===== config.mk =====
export PLATFORM = sky130hd
export DESIGN_NAME = week_5_gate_test_sequencer
export DESIGN_NICKNAME = d
export VERILOG_FILES = /design/src/rtl/week_5_gate_test_sequencer.sv
export SDC_FILE = /design/constraint.sdc
export NUM_CORES = 1
export LEC_CHECK = 0
export ABC_AREA = 1
export CAP_MARGIN = 0
export CORE_MARGIN = 4
export CORE_UTILIZATION = 50
export DETAILED_ROUTE_END_ITERATION = 16
export HOLD_SLACK_MARGIN = 0.05
export PLACE_DENSITY = 0.74
export SYNTH_ARGS = -nofsm -noshare
export SYNTH_HDL_FRONTEND = slang
export SYNTH_SLANG_ARGS = --single-unit

===== constraint.sdc =====
create_clock -name clk -period 2.6 [get_ports clk]
set_input_delay 0.52 -clock clk [delete_from_list [all_inputs] [get_ports clk]]
set_output_delay 0.52 -clock clk [all_outputs]
set_load 0.1 [all_outputs]

===== src/rtl/week_5_gate_test_sequencer.sv =====
// rtl/week_5_gate_test_sequencer.sv - exhaustive stimulus sweep and golden-model check of a small combinational gate
module week_5_gate_test_sequencer #(
    parameter int N_BITS = 2,
    parameter int SETTLE = 2,
    parameter int OP     = 0
) (
    input  logic              clk,
    input  logic              rst,
    input  logic              start,
    input  logic              dut_y,
    output logic [N_BITS-1:0] dut_a,
    output logic              busy,
    output logic              done,
    output logic              all_pass,
    output logic [N_BITS:0]   pass_count,
    output logic [N_BITS:0]   fail_count,
    output logic              err_valid,
    output logic [N_BITS-1:0] err_vector
);

    typedef enum logic [1:0] {
        ST_IDLE,
        ST_SETTLE,
        ST_CHECK,
        ST_DONE
    } state_t;

    localparam logic [N_BITS-1:0] LAST_VEC    = '1;
    localparam logic [3:0]        SETTLE_INIT = 4'(SETTLE - 1);

    state_t     state;
    state_t     state_next;
    logic [3:0] settle_cnt;
    logic       golden;

    always_comb begin
        golden = ^dut_a;
        if (OP == 0) begin
            golden = ~dut_a[0];
        end else if (OP == 1) begin
            golden = &dut_a;
        end else if (OP == 2) begin
            golden = |dut_a;
        end
    end

    always_ff @(posedge clk) begin
        if (rst) begin
            state <= ST_IDLE;
        end else begin
            state <= state_next;
        end
    end

    always_comb begin
        state_next = state;
        case (state)
            ST_IDLE, ST_DONE: begin
                if (start) begin
                    state_next = ST_SETTLE;
                end
            end
            ST_SETTLE: begin
                if (settle_cnt == 4'd0) begin
                    state_next = ST_CHECK;
                end
            end
            ST_CHECK: begin
                state_next = (dut_a == LAST_VEC) ? ST_DONE : ST_SETTLE;
            end
            default: state_next = ST_IDLE;
        endcase
    end

    // Datapath: stimulus only moves on sweep start or on leaving CHECK, never while settling.
    always_ff @(posedge clk) begin
        if (rst) begin
            dut_a      <= '0;
            busy       <= 1'b0;
            done       <= 1'b0;
            pass_count <= '0;
            fail_count <= '0;
            err_valid  <= 1'b0;
            err_vector <= '0;
            settle_cnt <= 4'd0;
        end else begin
            err_valid <= 1'b0;
            case (state)
                ST_IDLE, ST_DONE: begin
                    if (start) begin
                        dut_a      <= '0;
                        pass_count <= '0;
                        fail_count <= '0;
                        err_vector <= '0;
                        done       <= 1'b0;
                        busy       <= 1'b1;
                        settle_cnt <= SETTLE_INIT;
                    end
                end
                ST_SETTLE: begin
                    if (settle_cnt != 4'd0) begin
                        settle_cnt <= settle_cnt - 4'd1;
                    end
                end
                ST_CHECK: begin
                    if (dut_y == golden) begin
                        pass_count <= pass_count + 1'b1;
                    end else begin
                        fail_count <= fail_count + 1'b1;
                        err_valid  <= 1'b1;
                        err_vector <= dut_a;
                    end
                    if (dut_a == LAST_VEC) begin
                        busy <= 1'b0;
                        done <= 1'b1;
                    end else begin
                        dut_a      <= dut_a + 1'b1;
                        settle_cnt <= SETTLE_INIT;
                    end
                end
                default: ;
            endcase
        end
    end

    assign all_pass = done && (fail_count == '0);

endmodule


==> results.md <==
* Clock Skews at 2.00 ps
* Grt ovf at 0
* Synthesized area per cell at 6.83 um2
* Pwr dens at 919 nW/um2
* Max-cap violations at 0
* Cts repair resizes at 0
* PortBufs at 17
* Post-synth EDFFs at 0
* Hold EP: err_vector[0]
* Die X-Extent at 54.9 um
* Crit. End Element: output pin
* Worst Setup SP: fail_count[0]
* Routed wire per std cell at 10.4 um
* Synthesized flop and latch total at 19
* Drt drc at 0
* Placeable Area at 2020 um2
* Leakage power at 0.609 nW
* Num rows at 16
* Largest net degree at the start of global routing at 16
* Clock Path Buffers at 2
* Synth top cells by count: nand2_1, inv_1, dfxtp_1, nor2_1, nand3_1
* Max-slew violations at 0
* Hold slack at 472 ps
* Hold WC Path Type: register to register
* Synth top area cells: dfxtp_1, nand2_1, ha_1
* CP top delay family: flip-flops
* Area leader, netlist: dfxtp_1
* TritonCTS clock tree: yes
* Outcome: finished, final reports clean
* # H-tree levels at 1
* R2R Setup Slk at 890 ps
* Worst EP required at 2080 ps
* Fin crit share at 0.703
* Sw frac at 0.509
* # Post-CTS Setup Buffers at 0
* Rel. slew slack at 0.696
* Post-detail-place hpwl at 1.69 mm
* Cell Chain, Critical Path: inv_1 -> ha_1 -> nand2_1 -> nor2_2 -> buf_4
* Max stage delay cell, worst path: dfxtp_1
* Register share of total power at 0.325
* Detailed Route WL at 2.16 mm
* Worst r2r dst: fail_count[0]
* Via/cell ratio at 4.73
* Crit start category: register
* Drt pass-1 iters at 4
* First-pass GRT wire length at 3.82 mm
* Number of nets in the layout at 194
* Crit path arrival time at 1310 ps
* Max Freq at 547 MHz
* Int Pwr at 0.577 mW
* Clk Latency, worst-skew pair at 290 ps
* Switching power at 0.599 mW
* Clock transition at path regs at 100 ps
* Setup_tns at 0 ps
* Synth-to-layout area growth at 16.3%
* Sum of buffers and inverters on the critical path at 2
* TritonCTS buffer count at 3
* Fin util at 0.632
* Hold depth at 2
* Synth async-reset ratio at 0
* Syn_nets at 174
* Maximum fanout along the worst path at 4
* Most numerous cell in the Yosys netlist: nand2_1
* Clk sinks at 19
* Root buffer cell: clkbuf_4
* Worst r2r path cells at 7
* Tightest Pin Transition at 456 ps
* Routability cong. at 0.798
* Final setup vio count at 0
* GR Util All Layers at 0.173
* Max VDD drop at 0.627 mV
* Total power at 1.18 mW
* Initial antenna violation count at 0
* Post-synth cell types at 21
* DRT antenna net count at 0
* DIE HEIGHT at 54.9 um
* Die area at 3010 um2
* Synth warn at 0
* R2R Path Start: state[0]
* Setup CP Type: register to output pin
* Share of Yosys cell area claimed by the top area cell type at 0.346
* Ys flop type: dfxtp_1
* Crit-path max cell delay at 400 ps
* Initial DRC Count at 15
* # hold bufs at CTS at 0
* Clock power share at 0.124
* Number of global-route vias before repair at 902
* Initial Utilization at 0.544
* Layout cells sized above 1 at 0.156
* Synth Cell Area at 1100 um2
* Share of total power in combinational logic at 0.550
* Hold Fails Final Rpt at 0
* Seq/Total Area, Yosys at 0.346
* I/O pin total at 18
* Min-delay src: err_vector[0]
* Tmin final at 1830 ps
* N_diodes at 0
* Unrepaired setup endpoints after global routing: false
* DR vias at 979
* Stages on worst setup path at 5
* Cells after synthesis at 161
==> layout make-up <==
cell class	instances	area, um2
clock buffers	4	26.3
fillers	198	743
inverters	27	101
multi-input cells	112	594
flip-flops and latches	19	380
well taps	27	33.8
repair buffers	18	143
==> metal layers <==
layer | global-route usage | share of wire | vias to the layer above
li1 | - | - | 542
met1 | 0.237 | 0.50 | 418
met2 | 0.264 | 0.44 | 17
met3 | 0.0563 | 0.048 | 2
met4 | 0.0364 | 0.0046 | 0
met5 | 0 | 0 | -
==> worst min-delay path, stage by stage, from the launching register on <==
cell and delay [ps]:
dfxtp_1 320, nand2_1 60, a21oi_1 50
==> cell families (layout without fill, tap and decap cells) <==
| logic type | count (synthesis) | in the layout | share of synthesized area |
|---|---|---|---|
| compound gates | 16 | 16 | 0.0762 |
| fa+ha+maj | 9 | 9 | 0.102 |
| buf+inv | 30 | 49 | 0.116 |
| flops | 19 | 19 | 0.346 |
| simple gates | 87 | 87 | 0.360 |
==> worst max-delay path by stage <==
| stage | to | slack, ps |
|---|---|---|
| 2_1_floorplan | all_pass | 170 |
| 3_3_place_gp | fail_count[0] | 800 |
| 3_5_place_dp | fail_count[0] | 770 |
| 4_1_cts | all_pass | 760 |
| 5_1_grt | all_pass | 680 |
| 6_report | all_pass | 770 |
==> power by group through the flow <==
stage | clock network [mW] | logic [mW] | registers [mW]
finish | 0.146 | 0.647 | 0.383
global route | 0.167 | 0.721 | 0.389
CTS | 0.153 | 0.650 | 0.382
detailed placement | 0 | 0.647 | 0.389
global placement | 0 | 0.636 | 0.386
floorplan | 0 | 0.393 | 0.542
==> sequential cells by signal, indices dropped and copies added, names as in the netlist <==
signal / count
done: 1
fail_count: 3
err_vector: 2
state: 2
pass_count: 3
settle_cnt: 4
err_valid: 1
busy: 1
dut_a: 2
==> through the flow <==
stage | instances | setup WS (ps) | instance area [um2]
after global placement | 203 | 804 | 1250
after CTS | 207 | 756 | 1280
after detailed placement | 203 | 770 | 1250
after floorplan | 161 | 169 | 1100
after global routing | 207 | 677 | 1280
final | 207 | 773 | 1280
==> layout by cell type, fill, tap and decap left out, types with 3 or more instances in the layout <==
cell type | Yosys | layout
clkdlybuf4s50_1 | 0 | 3
nand3b_1 | 4 | 4
ha_1 | 9 | 9
clkbuf_4 | 0 | 3
nand2_1 | 44 | 44
nor2_1 | 16 | 15
inv_1 | 24 | 24
buf_4 | 0 | 15
a21oi_1 | 13 | 13
nand3_1 | 14 | 14
dfxtp_1 | 19 | 19
Note: power is estimated with default switching activity, not from simulation.
